[src/rtl/cdi_pointing_pkg.sv]
// rtl/cdi_pointing_pkg.sv - shared types, ID bytes and arithmetic helpers for the CD-i pointing generator
package cdi_pointing_pkg;

    typedef enum logic [2:0] {
        ST_DEVICE_ID,
        ST_IDLE,
        ST_BYTE0,
        ST_BYTE1,
        ST_BYTE2
    } e_state;

    typedef enum logic {
        DEV_MANEUVERING = 1'b0,
        DEV_RELATIVE    = 1'b1
    } e_device_type;

    typedef enum logic [1:0] {
        MF_AUTO        = 2'd0,
        MF_MANEUVERING = 2'd1,
        MF_RELATIVE    = 2'd2,
        MF_AUTO_ALT    = 2'd3
    } e_mode_force;

    // 'J' | 0x80 and 'M' | 0x80
    localparam logic [7:0] ID_MANEUVERING = 8'hCA;
    localparam logic [7:0] ID_RELATIVE    = 8'hCD;

    // Remove the deadzone band, then scale down; integer division truncates toward zero.
    function automatic logic signed [7:0] deadzone_calc(input logic signed [7:0] v, input int dz, input int div);
        int t;
        int q;
        t = int'(v);
        if (t > dz)
            t = t - dz;
        else if (t < -dz)
            t = t + dz;
        else
            t = 0;
        q = t / div;
        return q[7:0];
    endfunction

    // Clamp a wide accumulator into the +/-sat range carried by one frame.
    function automatic logic signed [7:0] mouse_saturate(input logic signed [15:0] acc, input int sat);
        int a;
        a = int'(acc);
        if (a > sat)
            a = sat;
        else if (a < -sat)
            a = -sat;
        return a[7:0];
    endfunction

    // Three-byte movement frame: sync/buttons/high bits, then low six bits of X and Y.
    function automatic logic [23:0] pack_frame(input logic b1, input logic b2,
                                               input logic signed [7:0] x, input logic signed [7:0] y);
        return {2'b11, b1, b2, y[7:6], x[7:6], 2'b10, x[5:0], 2'b10, y[5:0]};
    endfunction

endpackage

[src/rtl/pointing_mouse_accumulator.sv]
// rtl/pointing_mouse_accumulator.sv - mouse event detect, accumulation with clear-carry and claim latch
module pointing_mouse_accumulator
    import cdi_pointing_pkg::*;
#(
    parameter int MOUSE_THRESH = 2,
    parameter int SAT          = 127
) (
    input  logic              clk,
    input  logic              rst_n,
    input  logic              toggle,
    input  logic [8:0]        dx_raw,
    input  logic [8:0]        dy_raw,
    input  logic              enable,
    input  logic              acc_clear,
    input  logic              sig_clear,
    output logic signed [7:0] x_sat,
    output logic signed [7:0] y_sat,
    output logic              significant
);

    logic               toggle_q;
    logic               event_seen;
    logic               big_move;
    logic signed [15:0] inc_x;
    logic signed [15:0] inc_y;
    logic signed [15:0] acc_x;
    logic signed [15:0] acc_y;

    // Screen Y grows downward, so the mouse Y increment is negated.
    assign inc_x      = {{7{dx_raw[8]}}, dx_raw};
    assign inc_y      = -{{7{dy_raw[8]}}, dy_raw};
    assign event_seen = toggle ^ toggle_q;
    assign x_sat      = mouse_saturate(acc_x, SAT);
    assign y_sat      = mouse_saturate(acc_y, SAT);

    // A movement is significant when either increment magnitude exceeds the threshold.
    always_comb begin
        big_move = (int'(inc_x) > MOUSE_THRESH) || (int'(inc_x) < -MOUSE_THRESH) ||
                   (int'(inc_y) > MOUSE_THRESH) || (int'(inc_y) < -MOUSE_THRESH);
    end

    // Accumulate on each toggle; a frame latch restarts from the same-cycle increment so no event is lost.
    always_ff @(posedge clk or negedge rst_n) begin
        if (!rst_n) begin
            toggle_q    <= 1'b0;
            acc_x       <= '0;
            acc_y       <= '0;
            significant <= 1'b0;
        end else begin
            toggle_q <= toggle;
            if (acc_clear) begin
                acc_x <= (event_seen && enable) ? inc_x : 16'sd0;
                acc_y <= (event_seen && enable) ? inc_y : 16'sd0;
            end else if (event_seen && enable) begin
                acc_x <= acc_x + inc_x;
                acc_y <= acc_y + inc_y;
            end
            if (event_seen && big_move)
                significant <= 1'b1;
            else if (sig_clear)
                significant <= 1'b0;
        end
    end

endmodule

[src/rtl/pointing_device_gen.sv]
// rtl/pointing_device_gen.sv - joystick/mouse to CD-i serial pointing protocol byte generator
module pointing_device_gen
    import cdi_pointing_pkg::*;
#(
    parameter int CLK_HZ       = 30000000,
    parameter int BAUD         = 1200,
    parameter int TICKS_OC     = 200000,
    parameter int DEADZONE     = 14,
    parameter int ANALOG_DIV   = 6,
    parameter int SLOW_SPEED   = 2,
    parameter int FAST_SPEED   = 8,
    parameter int ACCEL_FRAMES = 5,
    parameter int MOUSE_THRESH = 2,
    parameter int SAT          = 127
) (
    input  logic        clk,
    input  logic        reset_n,
    input  logic [15:0] mister_joystick,
    input  logic [15:0] mister_joystick_analog,
    input  logic [24:0] mister_mouse,
    input  logic        rts,
    input  logic        overclock,
    input  logic [1:0]  mode_force,
    input  logic        serial_ready,
    output logic [7:0]  serial_out_data,
    output logic        serial_out_write,
    output logic        device_type,
    output logic [15:0] frame_count
);

    localparam int TICKS_NORMAL = CLK_HZ * 10 / BAUD;
    localparam int TICKS_MAX    = (TICKS_NORMAL > TICKS_OC) ? TICKS_NORMAL : TICKS_OC;
    localparam int CNT_W        = $clog2(TICKS_MAX);
    localparam logic [CNT_W-1:0] RELOAD_NORMAL = CNT_W'(TICKS_NORMAL - 1);
    localparam logic [CNT_W-1:0] RELOAD_OC     = CNT_W'(TICKS_OC - 1);

    e_state             state_q, state_d;
    e_device_type       dev_q, dev_d, target;
    logic [CNT_W-1:0]   cnt_q, cnt_d, reload;
    logic [7:0]         data_q, data_d, tx_byte;
    logic               write_q, write_d;
    logic signed [7:0]  x_q, x_d, y_q, y_d;
    logic [1:0]         b_q, b_d;
    logic [23:0]        frame_q, frame_d;
    logic [2:0]         accel_q, accel_d;
    logic [15:0]        frame_cnt_q, frame_cnt_d;
    e_state             tx_next;

    logic signed [7:0]  speed, dig_x, dig_y, ana_x, ana_y, x_cur, y_cur;
    logic signed [7:0]  mouse_x, mouse_y;
    logic               b1, b2, joy_move, dpad_idle, tx_needed, mouse_sig;
    logic               acc_clear, sig_clear;
    logic               inputs_unused;

    assign inputs_unused = ^{mister_joystick[15:6], mister_mouse[3:2]};

    pointing_mouse_accumulator #(
        .MOUSE_THRESH (MOUSE_THRESH),
        .SAT          (SAT)
    ) u_mouse (
        .clk         (clk),
        .rst_n       (reset_n),
        .toggle      (mister_mouse[24]),
        .dx_raw      ({mister_mouse[4], mister_mouse[15:8]}),
        .dy_raw      ({mister_mouse[5], mister_mouse[23:16]}),
        .enable      (dev_q == DEV_RELATIVE),
        .acc_clear   (acc_clear),
        .sig_clear   (sig_clear),
        .x_sat       (mouse_x),
        .y_sat       (mouse_y),
        .significant (mouse_sig)
    );

    // Motion sources, target device selection and the "anything to send" test.
    always_comb begin
        speed     = (int'(accel_q) >= ACCEL_FRAMES) ? 8'(FAST_SPEED) : 8'(SLOW_SPEED);
        dig_x     = '0;
        dig_y     = '0;
        if (mister_joystick[0]) dig_x = speed;
        if (mister_joystick[1]) dig_x = -speed;
        if (mister_joystick[2]) dig_y = speed;
        if (mister_joystick[3]) dig_y = -speed;
        ana_x     = deadzone_calc(mister_joystick_analog[7:0], DEADZONE, ANALOG_DIV);
        ana_y     = deadzone_calc(mister_joystick_analog[15:8], DEADZONE, ANALOG_DIV);
        dpad_idle = (mister_joystick[3:0] == 4'd0);
        joy_move  = !dpad_idle || (ana_x != '0) || (ana_y != '0);
        b1        = mister_joystick[5] | mister_mouse[0];
        b2        = mister_joystick[4] | mister_mouse[1];
        if (dev_q == DEV_RELATIVE) begin
            x_cur = mouse_x;
            y_cur = mouse_y;
        end else begin
            x_cur = (ana_x != '0) ? ana_x : dig_x;
            y_cur = (ana_y != '0) ? ana_y : dig_y;
        end
        case (e_mode_force'(mode_force))
            MF_MANEUVERING: target = DEV_MANEUVERING;
            MF_RELATIVE:    target = DEV_RELATIVE;
            default: begin
                if (joy_move)
                    target = DEV_MANEUVERING;
                else if (mouse_sig)
                    target = DEV_RELATIVE;
                else
                    target = dev_q;
            end
        endcase
        tx_needed = ({b1, b2} != b_q) || (x_cur != x_q) || (y_cur != y_q) ||
                    (x_cur != '0) || (y_cur != '0);
    end

    // Byte slot sequencer: countdown, frame decision one tick before the slot ends, stall on !ready.
    always_comb begin
        state_d     = state_q;
        cnt_d       = cnt_q;
        data_d      = data_q;
        write_d     = 1'b0;
        dev_d       = dev_q;
        x_d         = x_q;
        y_d         = y_q;
        b_d         = b_q;
        frame_d     = frame_q;
        accel_d     = accel_q;
        frame_cnt_d = frame_cnt_q;
        acc_clear   = 1'b0;
        sig_clear   = 1'b0;
        reload      = overclock ? RELOAD_OC : RELOAD_NORMAL;
        tx_byte     = 8'h00;
        tx_next     = ST_IDLE;
        case (state_q)
            ST_DEVICE_ID: tx_byte = (dev_q == DEV_RELATIVE) ? ID_RELATIVE : ID_MANEUVERING;
            ST_BYTE0: begin tx_byte = frame_q[23:16]; tx_next = ST_BYTE1; end
            ST_BYTE1: begin tx_byte = frame_q[15:8];  tx_next = ST_BYTE2; end
            ST_BYTE2: tx_byte = frame_q[7:0];
            default: ;
        endcase
        if (rts) begin
            state_d = ST_DEVICE_ID;
            cnt_d   = reload;
        end else if (cnt_q != '0) begin
            cnt_d = cnt_q - CNT_W'(1);
            if (state_q == ST_IDLE && cnt_q == CNT_W'(1)) begin
                sig_clear = 1'b1;
                accel_d   = dpad_idle ? 3'd0 : ((accel_q == 3'd7) ? 3'd7 : accel_q + 3'd1);
                if (target != dev_q) begin
                    dev_d   = target;
                    state_d = ST_DEVICE_ID;
                end else if (tx_needed) begin
                    x_d       = x_cur;
                    y_d       = y_cur;
                    b_d       = {b1, b2};
                    frame_d   = pack_frame(b1, b2, x_cur, y_cur);
                    acc_clear = 1'b1;
                    state_d   = ST_BYTE0;
                end
            end
        end else if (state_q == ST_IDLE) begin
            cnt_d = reload;
        end else if (serial_ready) begin
            write_d = 1'b1;
            data_d  = tx_byte;
            cnt_d   = reload;
            state_d = tx_next;
            if (state_q == ST_BYTE2)
                frame_cnt_d = frame_cnt_q + 16'd1;
        end
    end

    // State register.
    always_ff @(posedge clk or negedge reset_n) begin
        if (!reset_n) begin
            state_q     <= ST_DEVICE_ID;
            cnt_q       <= RELOAD_NORMAL;
            data_q      <= 8'h00;
            write_q     <= 1'b0;
            dev_q       <= DEV_MANEUVERING;
            x_q         <= '0;
            y_q         <= '0;
            b_q         <= '0;
            frame_q     <= '0;
            accel_q     <= '0;
            frame_cnt_q <= '0;
        end else begin
            state_q     <= state_d;
            cnt_q       <= cnt_d;
            data_q      <= data_d;
            write_q     <= write_d;
            dev_q       <= dev_d;
            x_q         <= x_d;
            y_q         <= y_d;
            b_q         <= b_d;
            frame_q     <= frame_d;
            accel_q     <= accel_d;
            frame_cnt_q <= frame_cnt_d;
        end
    end

    assign serial_out_data  = data_q;
    assign serial_out_write = write_q;
    assign device_type      = dev_q;
    assign frame_count      = frame_cnt_q;

endmodule

[config.mk]
export PLATFORM = sky130hd
export DESIGN_NAME = pointing_device_gen
export DESIGN_NICKNAME = d
export VERILOG_FILES = /design/src/rtl/cdi_pointing_pkg.sv /design/src/rtl/pointing_mouse_accumulator.sv /design/src/rtl/pointing_device_gen.sv
export SDC_FILE = /design/constraint.sdc
export NUM_CORES = 1
export LEC_CHECK = 0
export BUFFER_PORTS_ARGS = -buffer_cell sky130_fd_sc_hd__clkbuf_2
export CAP_MARGIN = 20
export CORE_AREA = 4 4 152 154
export DETAILED_ROUTE_END_ITERATION = 16
export DIE_AREA = 0 0 156 158
export PLACE_DENSITY_LB_ADDON = 0.1
export SYNTH_ARGS = -nofsm -noshare
export SYNTH_HDL_FRONTEND = slang
export SYNTH_SLANG_ARGS = --single-unit
[constraint.sdc]
create_clock -name clk -period 8.3 [get_ports clk]
set_input_delay 1.66 -clock clk [delete_from_list [all_inputs] [get_ports clk]]
set_output_delay 1.66 -clock clk [all_outputs]
set_load 0.1 [all_outputs]
Word level (Yosys, flattened, before mapping)
Index checks and enable logic that the tools add are counted.
{"block": "op_classes", "muxes": 57, "n_lt_le_gt_ge": 13, "reduce_logical": 30, "n_addsub": 11, "n_div": 2, "eq_ne": 15, "bitwise_logic": 7}
{"cell": "$mux 32", "count": 4}
{"cell": "$mux 16", "count": 7}
{"cell": "$mux 8", "count": 11}
{"cell": "$mux 18", "count": 4}
{"cell": "$div 32x4->32 const B", "count": 2}
{"cell": "$gt 16x8->1 const B", "count": 2}
{"cell": "$lt 16x8->1 const B", "count": 2}
{"cell": "$pmux 8 s4", "count": 1}
{"cell": "$reduce_bool 8->1", "count": 4}
{"cell": "$mux 3", "count": 10}
{"cell": "$add 8x5->9 const B", "count": 2}
{"cell": "$eq 18x1->1 const B", "count": 1}
{"cell": "$reduce_bool 18->1", "count": 1}
{"cell": "$sub 18x1->18 const B", "count": 1}
{"cell": "$sub 8x5->9 const B", "count": 2}
{"cell": "$add 16x1->16 const B", "count": 1}
{"cell": "$add 16x16->16", "count": 1}
{"cell": "$add 16x9->16", "count": 1}
{"cell": "$gt 16x3->1 const B", "count": 1}
{"cell": "$gt 8x5->1 const B", "count": 2}
{"cell": "$lt 16x2->1 const B", "count": 1}
{"cell": "$lt 8x5->1 const B", "count": 2}
{"cell": "$mux 1", "count": 16}
{"cell": "$ne 8x8->1", "count": 2}
{"cell": "other kinds (33)", "count": 54}
{"block": "totals", "output_inout_bits": 26, "wordCells": 150, "regBits": 123}

Logic depth before layout (Yosys ltp)
Gate-level depths: netlist of run 1.
{"block": "logic_depth", "ltp_word": 18, "depth_mapped": 31, "ltp_nobuf": 24}

By module
Synthesis of run 1 repeated with hierarchy kept, for this count alone.
{"block": "unflattened", "hier_cells": 1261, "area_unflattened_um2": 9973.3}
{"module": "pointing_device_gen", "seq_area_each_um2": 1739.2, "instances": 1, "area_each_um2": 6590.1, "cells_each": 824}
{"module": "pointing_mouse_accumulator", "seq_area_each_um2": 850.8, "instances": 1, "area_each_um2": 3383.2, "cells_each": 437}

Least setup slack after synthesis of run 1
No wires, ideal clock.
{"block": "synth_timing", "path_kind": "input to register", "start": "input mister_joystick_analog[14]", "end": "register frame_q[17]", "setup_ns": 0.125, "required_time_ns": 8.175, "t_arrival_ns": 7.577, "setup_slack_ns": 0.598, "cell_stages": 27, "cell_sequence": "buf_2 nor3_2 and2_1 a21oi_1 nand2_1 ha_1 clkbuf_1 nand3_1 nor4_2 a21oi_1 xnor2_1 a2bb2o_1 a221oi_2 and3_1 nor2_1 ha_1 nand3b_1 nand2_1 o2111ai_1 or4b_1 buf_2 nand2_1 o21bai_1 nor4_4 nor2_8 buf_6 mux2_4"}
{"block": "synth_between", "elab_chain_cells": 12, "word_cells_on_any_way": 21, "cone_classes": "add/sub (2); div (1); order compare (2); eq/ne (2); mux (6); bitwise (1); reduce/logical (7)"}
{"element": "start, declared", "line": "pointing_device_gen.sv:19", "source": "input logic [15:0] mister_joystick_analog,"}
{"element": "$add 8x5->9 / $lt 8x5->1 (equally long branches)", "line": "cdi_pointing_pkg.sv:36, cdi_pointing_pkg.sv:35"}
{"element": "$mux 32", "line": "cdi_pointing_pkg.sv:35", "source": "else if (t < -dz)"}
{"element": "$mux 32 *", "line": "cdi_pointing_pkg.sv:33", "source": "if (t > dz)"}
{"element": "$div 32x4->32 *", "line": "cdi_pointing_pkg.sv:39", "source": "q = t / div;"}
{"element": "$reduce_bool 8->1", "line": "pointing_device_gen.sv:86, pointing_device_gen.sv:94"}
{"element": "$mux 8", "line": "pointing_device_gen.sv:94", "source": "y_cur = (ana_y != '0) ? ana_y : dig_y;"}
{"element": "$mux 8", "line": "pointing_device_gen.sv:89", "source": "if (dev_q == DEV_RELATIVE) begin"}
{"element": "$ne 8x8->1", "line": "pointing_device_gen.sv:108", "source": "tx_needed = ({b1, b2} != b_q) || (x_cur != x_q) || (y_cur != y_q) ||"}
{"element": "$logic_or 1x1->1 (2 in series)", "line": "pointing_device_gen.sv:108"}
{"element": "$logic_or 1x1->1", "line": "pointing_device_gen.sv:109", "source": "(x_cur != '0) || (y_cur != '0);"}
{"element": "$reduce_and 5->1 (no line) *"}
{"element": "end signal, assigned", "line": "pointing_device_gen.sv:192", "source": "frame_q <= frame_d;"}
{"element": "end, declared", "line": "pointing_device_gen.sv:44", "source": "logic [23:0] frame_q, frame_d;"}
Every way passes the cells marked *; elsewhere a longest branch is shown, timed or not.
A chain may end at the register's enable or synchronous reset.

Final worst setup path of run 1
{"block": "layout_timing", "start": "input mister_joystick_analog[10]", "end": "register x_q[0]"}
{"block": "layout_between", "elab_chain_cells": 12, "word_cells_on_any_way": 21, "cone_classes": "add/sub (2); div (1); order compare (2); eq/ne (2); mux (6); bitwise (1); reduce/logical (7)"}
{"element": "$add 8x5->9 / $lt 8x5->1 (equally long branches)", "line": "cdi_pointing_pkg.sv:36, cdi_pointing_pkg.sv:35"}
{"element": "$mux 32", "line": "cdi_pointing_pkg.sv:35"}
{"element": "$mux 32 *", "line": "cdi_pointing_pkg.sv:33"}
{"element": "$div 32x4->32 *", "line": "cdi_pointing_pkg.sv:39"}
{"element": "$reduce_bool 8->1", "line": "pointing_device_gen.sv:86, pointing_device_gen.sv:94"}
{"element": "$mux 8", "line": "pointing_device_gen.sv:94"}
{"element": "$mux 8", "line": "pointing_device_gen.sv:89"}
{"element": "$ne 8x8->1", "line": "pointing_device_gen.sv:108"}
{"element": "$logic_or 1x1->1 (2 in series)", "line": "pointing_device_gen.sv:108"}
{"element": "$logic_or 1x1->1", "line": "pointing_device_gen.sv:109"}
{"element": "$reduce_and 5->1 (no line) *"}
{"element": "end signal, assigned", "line": "pointing_device_gen.sv:177", "source": "x_q <= '0;"}
{"element": "end signal, assigned", "line": "pointing_device_gen.sv:189", "source": "x_q <= x_d;"}
{"element": "end, declared", "line": "pointing_device_gen.sv:42", "source": "logic signed [7:0] x_q, x_d, y_q, y_d;"}
Marks and branches as above.

==> results of run 1 <==
## metrics by stage
step | cell area, µm² | hold slack, ns
finish | 10800 | 0.471
floorplan | 9650 | 0.465
detailed placement | 10500 | 0.461
global placement | 10500 | 0.456
global route | 10800 | 0.490
CTS | 10800 | 0.474
## per-layer routing
layer / wire [µm] / up-vias / GRT usage (%)
li1: - / 4620 / -
met3: 1090 / 24 / 3.09
met5: 0 / - / 0
met2: 11600 / 206 / 32.9
met1: 13400 / 4403 / 32.3
met4: 301 / 0 / 4.29
## sequential cells by signal (all words and copies together), names as in the netlist
name and count:
accel_q 3, b_q 1, cnt_q 18, device_type 1, frame_count 16, frame_q 4
serial_out_data 8, serial_out_write 1, state_q 3, u_mouse.acc_x 16, u_mouse.acc_y 16, u_mouse.significant 1
u_mouse.toggle_q 1, x_q 7, y_q 7
## critical path, stage by stage
cell and delay, ns:
clkbuf_2 0.17, or3_1 0.48, nand2_1 0.12, nor2_1 0.04, a21oi_1 0.16, nand2_1 0.09
ha_1 0.32, nand3_1 0.17, nor4_2 0.08, a21oi_1 0.37, mux2_2 0.41, a2bb2o_1 0.32
a221oi_2 0.30, and3_1 0.23, nor2_1 0.05, ha_1 0.29, nand3b_1 0.16, nand2_1 0.10
o2111ai_1 0.18, or4b_1 0.66, o221ai_1 0.29, o21bai_1 0.20, nor4_4 0.07, buf_4 0.17
nor2_8 0.34, mux2_2 0.38
## worst paths after layout
path                                       startpoint                to  slack (ns)  cells after the start
setup / recovery           mister_joystick_analog[10]            x_q[0]        0.72                     26
hold / removal                        frame_count[15]   frame_count[15]        0.47                      1
setup reg to reg                             cnt_q[2]   frame_count[15]        3.47                     14
hold reg to reg                       frame_count[15]   frame_count[15]        0.47                      1
max in group asynchronous                     reset_n  u_mouse.acc_x[8]        5.78                      2
min in group asynchronous                     reset_n        accel_q[1]        1.28                      1
## cell type report
| cell class | instances | area (µm²) | area share (%) |
|---|---|---|---|
| flip-flops and latches | 103 | 2590 | 24.1 |
| inverters | 55 | 206 | 1.92 |
| multi-input cells | 976 | 6610 | 61.4 |
| well taps | 280 | 350 | 3.26 |
| clock inverters | 7 | 68.8 | 0.640 |
| repair buffers | 116 | 711 | 6.61 |
| clock buffers | 9 | 225 | 2.09 |
## power groups by stage
stage	Clock, mW	Combinational (mW)	Sequential, mW
floorplan	0	0.811	0.688
global placement	0	1.03	0.714
detailed placement	0	1.05	0.716
CTS	0.446	1.05	0.706
global route	0.464	1.20	0.723
finish	0.433	1.06	0.708
## kinds of logic (layout without fill, tap and decap cells)
group	after synthesis	count (layout)	synth area share (%)
buf+inv	111	187	4.70
fa+ha+maj	47	47	6.25
xor+xnor	88	88	7.99
simple gates	409	409	22.0
compound gates	395	395	27.7
mux	37	37	4.45
flops	103	103	26.9
## cell usage in the layout (no fill, tap or decap), types with 40 or more instances in the layout
master	netlist	final
a21oi_1	106	106
clkbuf_2	0	74
ha_1	45	45
nor2_1	112	112
xnor2_1	58	58
o21ai_0	69	69
buf_4	3	40
nor3_1	43	43
dfrtp_1	93	93
nand2_1	70	70
inv_1	55	55
==> flow_results.xml, run 1 <==
<?xml version="1.0" encoding="UTF-8"?>
<metrics>
  <group name="cts">
    <metric name="cts_sinks" unit="">103</metric>
    <metric name="number_of_h_tree_levels" unit="">3</metric>
    <metric name="clock_tree.root_cell" unit="">clkbuf_16</metric>
    <metric name="tritoncts" unit="">yes</metric>
    <metric name="clock_path_buffers" unit="">2</metric>
    <metric name="post-cts-setup-buffers" unit="">0</metric>
    <metric name="tritoncts.num_buffers" unit="">9</metric>
    <metric name="post_cts_resize_count" unit="">0</metric>
    <metric name="number_of_buffers_added_to_fix_hold_violations_after_cts" unit="">0</metric>
    <metric name="clkTransAtPathRegs" unit="ns">0.08</metric>
    <metric name="clkLatencyLatePin" unit="ns">0.37</metric>
  </group>
  <group name="placed_design">
    <metric name="placedCellCount" unit="">1530</metric>
    <metric name="io_buffer_count" unit="">75</metric>
    <metric name="hpwlAfterDp" unit="µm">20000</metric>
    <metric name="place_congestion" unit="">0.931</metric>
    <metric name="place_ws" unit="ns">0.397</metric>
  </group>
  <group name="die">
    <metric name="row_count" unit="">54</metric>
    <metric name="fp.dieH" unit="µm">158</metric>
    <metric name="dieArea" unit="µm²">24600</metric>
    <metric name="floorplan.io_pins" unit="">90</metric>
    <metric name="starting_utilization_of_the_core_area" unit="%">44.5</metric>
    <metric name="fp.coreArea" unit="µm²">21700</metric>
    <metric name="die-width" unit="µm">156</metric>
  </group>
  <group name="yosys">
    <metric name="synth-seq-area-share" unit="%">26.9</metric>
    <metric name="postSynthAreaPerCell" unit="µm²">8.11</metric>
    <metric name="synthDominantCellAreaShare" unit="%">24.1</metric>
    <metric name="top_cell_types_by_occurrence_after_synthesis" unit="">nor2_1, a21oi_1, dfrtp_1</metric>
    <metric name="syn_nets" unit="">1301</metric>
    <metric name="ys.warnings.count" unit="">0</metric>
    <metric name="synth-main-ff-cell" unit="">dfrtp_1</metric>
    <metric name="synthesis.instances" unit="">1190</metric>
    <metric name="yosys.area.top_type" unit="">dfrtp_1</metric>
    <metric name="synth-async-reset-ratio" unit="%">100</metric>
    <metric name="yosysMostFrequentCell" unit="">nor2_1</metric>
    <metric name="synth_cell_type_count" unit="">90</metric>
    <metric name="top_area_cells_in_the_synthesized_netlist" unit="">dfrtp_1, ha_1, a21oi_1, xnor2_1, nor2_1</metric>
    <metric name="synth_enable_flop_cells" unit="">0</metric>
    <metric name="synthesis.area" unit="µm²">9650</metric>
    <metric name="synth_seq_cells" unit="">103</metric>
  </group>
  <group name="status">
    <metric name="run_status" unit="">completed</metric>
  </group>
  <group name="setup_path">
    <metric name="path_class" unit="">input pin to flop</metric>
    <metric name="worst_path_arrival" unit="ns">7.83</metric>
    <metric name="critical_path_required" unit="ns">8.55</metric>
    <metric name="worst_setup_path_end_kind" unit="">flop</metric>
    <metric name="worst_setup_path_start_kind" unit="">input pin</metric>
    <metric name="crit_path_max_fanout" unit="">16</metric>
  </group>
  <group name="finish">
    <metric name="areaGrowthSynthToFinish" unit="%">11.5</metric>
    <metric name="final_nets" unit="">1372</metric>
    <metric name="final_layout_size_suffix_gt1_share" unit="%">15.6</metric>
    <metric name="layout.filler_cells" unit="">2145</metric>
    <metric name="fin_cells" unit="">1546</metric>
    <metric name="antenna-diode-count" unit="">0</metric>
    <metric name="final_core_utilization" unit="%">49.6</metric>
  </group>
  <group name="global_routing">
    <metric name="first_global_vias" unit="">8607</metric>
    <metric name="antenna_violations_before_repair" unit="">0</metric>
    <metric name="globalRoute.totalOverflow" unit="">0</metric>
    <metric name="overall_fraction_of_global_route_tracks_in_use" unit="%">21.5</metric>
    <metric name="grt_max_degree" unit="">64</metric>
    <metric name="wire_length_of_the_first_global_routing_pass" unit="µm">43900</metric>
  </group>
  <group name="drt">
    <metric name="remaining_drc_errors" unit="">0</metric>
    <metric name="count_of_vias_placed_by_the_detailed_router" unit="">9253</metric>
    <metric name="vias_per_cell" unit="">5.99</metric>
    <metric name="drt_iter0_markers" unit="">548</metric>
    <metric name="detail_route.wirelength" unit="µm">26300</metric>
    <metric name="firstDrtPassIters" unit="">5</metric>
    <metric name="postRouteAntennaNets" unit="">0</metric>
    <metric name="wl_per_cell" unit="µm">17.0</metric>
  </group>
  <group name="pwr">
    <metric name="share_clk_of_total_power" unit="%">19.7</metric>
    <metric name="p_switching" unit="µW">939</metric>
    <metric name="power_density" unit="nW/µm²">204</metric>
    <metric name="int_pwr" unit="mW">1.26</metric>
    <metric name="seq_power_share" unit="%">32.2</metric>
    <metric name="switching_share" unit="%">42.7</metric>
    <metric name="report.power.total" unit="mW">2.20</metric>
    <metric name="leakage" unit="nW">4.56</metric>
    <metric name="power_frac_comb" unit="%">48.2</metric>
    <metric name="vdd_ir_drop_max" unit="mV">0.124</metric>
  </group>
  <group name="worst_hold_path">
    <metric name="timing.hold.worst.class" unit="">flop to flop</metric>
  </group>
  <group name="timing">
    <metric name="layout_worst_path_cycle_share" unit="%">91.3</metric>
    <metric name="clock.fmax" unit="MHz">132</metric>
    <metric name="headroom_to_the_max_slew_limit" unit="%">43.3</metric>
    <metric name="setup_slack" unit="ns">0.721</metric>
    <metric name="slew_viol_final" unit="">0</metric>
    <metric name="setup_repair_after_global_routing_missed_its_margin" unit="">no</metric>
    <metric name="max_slew.worst_pin.slew" unit="ns">0.851</metric>
    <metric name="setup_total_negative_slack" unit="ns">0</metric>
    <metric name="final_report_hold_violation_count" unit="">0</metric>
    <metric name="finalClockSkew" unit="ns">0.0115</metric>
    <metric name="fin_crit" unit="ns">7.58</metric>
    <metric name="final-setup-viol-count" unit="">0</metric>
  </group>
  <group name="run">
    <metric name="maxCapViolations" unit="">0</metric>
  </group>
</metrics>
Power figures use the tool's default switching activity.
==> inputs of run 2 (changes only) <==
--- a/config.mk
+++ b/config.mk
@@ -10,7 +10,6 @@
 export CORE_AREA = 4 4 152 154
 export DETAILED_ROUTE_END_ITERATION = 16
 export DIE_AREA = 0 0 156 158
-export PLACE_DENSITY_LB_ADDON = 0.1
 export SYNTH_ARGS = -nofsm -noshare
 export SYNTH_HDL_FRONTEND = slang
 export SYNTH_SLANG_ARGS = --single-unit
==> run 2 against run 1 <==
Worst setup slack lost 0.10 ns; largest power group unchanged; sequential power about the same; flip-flop and latch count unchanged; highest routed layer unchanged; first-iteration DRC count is 20% higher; combinational power barely moved; global-route usage fell by 0.49 points.
==> flow_results.xml, run 2 (synthesized netlist as in run 1, its figures left out) <==
<?xml version="1.0" encoding="UTF-8"?>
<metrics>
  <group name="cts">
    <metric name="number_of_h_tree_levels" unit="">3</metric>
    <metric name="cts_sinks" unit="">103</metric>
    <metric name="tritoncts.num_buffers" unit="">9</metric>
    <metric name="clkLatencyLatePin" unit="ns">0.36</metric>
    <metric name="post-cts-setup-buffers" unit="">0</metric>
    <metric name="clkTransAtPathRegs" unit="ns">0.08</metric>
    <metric name="post_cts_resize_count" unit="">0</metric>
    <metric name="clock_tree.root_cell" unit="">clkbuf_16</metric>
    <metric name="clock_path_buffers" unit="">2</metric>
    <metric name="tritoncts" unit="">yes</metric>
    <metric name="number_of_buffers_added_to_fix_hold_violations_after_cts" unit="">0</metric>
  </group>
  <group name="timing">
    <metric name="max_slew.worst_pin.slew" unit="ns">0.874</metric>
    <metric name="clock.fmax" unit="MHz">130</metric>
    <metric name="setup_total_negative_slack" unit="ns">0</metric>
    <metric name="headroom_to_the_max_slew_limit" unit="%">41.7</metric>
    <metric name="slew_viol_final" unit="">0</metric>
    <metric name="fin_crit" unit="ns">7.68</metric>
    <metric name="finalClockSkew" unit="ns">0.00722</metric>
    <metric name="whs" unit="ns">0.476</metric>
    <metric name="final_report_hold_violation_count" unit="">0</metric>
    <metric name="setup_repair_after_global_routing_missed_its_margin" unit="">no</metric>
    <metric name="final-setup-viol-count" unit="">0</metric>
    <metric name="layout_worst_path_cycle_share" unit="%">92.6</metric>
    <metric name="setup_slack" unit="ns">0.617</metric>
  </group>
  <group name="setup_path">
    <metric name="cpMostUsedCell" unit="">nand2_1</metric>
    <metric name="path_class" unit="">input pin to flop</metric>
    <metric name="critical_path.slowest_cell" unit="">or3_1</metric>
    <metric name="worst_setup_path_start_kind" unit="">input pin</metric>
    <metric name="worst_path_dominant_cell_family" unit="">simple AND/OR/NAND/NOR gates</metric>
    <metric name="critical_path_required" unit="ns">8.59</metric>
    <metric name="cp.buffers_inverters" unit="">3</metric>
    <metric name="r2r_start" unit="">cnt_q[2]</metric>
    <metric name="critPathMaxStageDelay" unit="ns">0.53</metric>
    <metric name="worstSetupStartpoint" unit="">mister_joystick_analog[10]</metric>
    <metric name="worst_setup_path_end_kind" unit="">flop</metric>
    <metric name="crit_path_max_fanout" unit="">11</metric>
    <metric name="worst_path_arrival" unit="ns">7.97</metric>
  </group>
  <group name="finish">
    <metric name="fin_cells" unit="">1542</metric>
    <metric name="layout_commonest_cell" unit="">nor2_1</metric>
    <metric name="most-common-layout-cells" unit="">nor2_1, a21oi_1, dfrtp_1</metric>
    <metric name="ff_latch_area" unit="µm²">2590</metric>
    <metric name="multi_input_comb_area" unit="µm²">6610</metric>
    <metric name="largest_register" unit="">cnt_q</metric>
    <metric name="layout.filler_cells" unit="">2135</metric>
    <metric name="final_layout_size_suffix_gt1_share" unit="%">15.3</metric>
    <metric name="antenna-diode-count" unit="">0</metric>
    <metric name="areaGrowthSynthToFinish" unit="%">11.3</metric>
    <metric name="largest_register_ff_count" unit="">18</metric>
    <metric name="final_nets" unit="">1368</metric>
  </group>
  <group name="drt">
    <metric name="count_of_vias_placed_by_the_detailed_router" unit="">9259</metric>
    <metric name="vias_per_cell" unit="">6.00</metric>
    <metric name="firstDrtPassIters" unit="">5</metric>
    <metric name="wl_per_cell" unit="µm">16.8</metric>
    <metric name="postRouteAntennaNets" unit="">0</metric>
    <metric name="drt_iter0_markers" unit="">655</metric>
    <metric name="detail_route.wirelength" unit="µm">25900</metric>
    <metric name="remaining_drc_errors" unit="">0</metric>
  </group>
  <group name="placed_design">
    <metric name="place_congestion" unit="">0.921</metric>
    <metric name="hpwlAfterDp" unit="µm">19800</metric>
    <metric name="placedCellCount" unit="">1526</metric>
    <metric name="place_ws" unit="ns">0.368</metric>
    <metric name="io_buffer_count" unit="">75</metric>
  </group>
  <group name="die">
    <metric name="die-width" unit="µm">156</metric>
    <metric name="dieArea" unit="µm²">24600</metric>
    <metric name="starting_utilization_of_the_core_area" unit="%">44.5</metric>
    <metric name="row_count" unit="">54</metric>
    <metric name="fp.dieH" unit="µm">158</metric>
    <metric name="fp.coreArea" unit="µm²">21700</metric>
    <metric name="floorplan.io_pins" unit="">90</metric>
  </group>
  <group name="pwr">
    <metric name="power_density" unit="nW/µm²">203</metric>
    <metric name="report.power.total" unit="mW">2.17</metric>
    <metric name="vdd_ir_drop_max" unit="mV">0.119</metric>
    <metric name="leakage" unit="nW">4.53</metric>
  </group>
  <group name="worst_hold_path">
    <metric name="timing.hold.worst.class" unit="">flop to flop</metric>
    <metric name="min_from" unit="">frame_count[15]</metric>
  </group>
  <group name="global_routing">
    <metric name="globalRoute.totalOverflow" unit="">0</metric>
    <metric name="grt_max_degree" unit="">63</metric>
    <metric name="antenna_violations_before_repair" unit="">0</metric>
    <metric name="first_global_vias" unit="">8598</metric>
    <metric name="wire_length_of_the_first_global_routing_pass" unit="µm">43600</metric>
    <metric name="overall_fraction_of_global_route_tracks_in_use" unit="%">21.0</metric>
  </group>
  <group name="status">
    <metric name="run_status" unit="">completed</metric>
  </group>
  <group name="run">
    <metric name="maxCapViolations" unit="">0</metric>
  </group>
</metrics>
==> run 2: metal layers <==
layer	vias up	track usage, %	share of wire [%]
met4	0	3.04	0.65
met5	-	0	0
li1	4599	-	-
met1	4446	32.2	51
met3	20	2.62	4.4
met2	194	32.2	44
==> run 2: worst paths after layout <==
path | to | slack, ns | cells after the start
worst max-delay path | u_mouse.acc_y[9] | 0.62 | 27
worst min-delay path | frame_count[15] | 0.48 | 1
worst max register to register | frame_count[15] | 3.98 | 14
worst min register to register | frame_count[15] | 0.48 | 1
max in group asynchronous | cnt_q[1] | 5.84 | 2
min in group asynchronous | frame_count[8] | 1.38 | 1
==> run 2: cell type report <==
cell class	instances	share of cell area [%]
timing repair buffer	112	6.46
clock inverter	7	0.571
clock buffer	9	2.10
multi-input combinational	976	61.6
sequential	103	24.1
tap	280	3.26
inverter	55	1.92
==> run 2: per-stage QoR <==
stage                     instance area, µm²  util [%]
after floorplan                         9650         -
after global placement                 10400      48.2
after detailed placement               10400      48.2
after CTS                              10700      49.5
after global routing                   10700      49.5
final                                  10700      49.5
==> run 2: where the power goes <==
part / leakage [nW] / switching, mW / internal [mW]
clock network: 0.135 / 0.210 / 0.210
logic: 3.09 / 0.597 / 0.451
registers: 1.31 / 0.116 / 0.591
total: 4.53 / 0.923 / 1.25
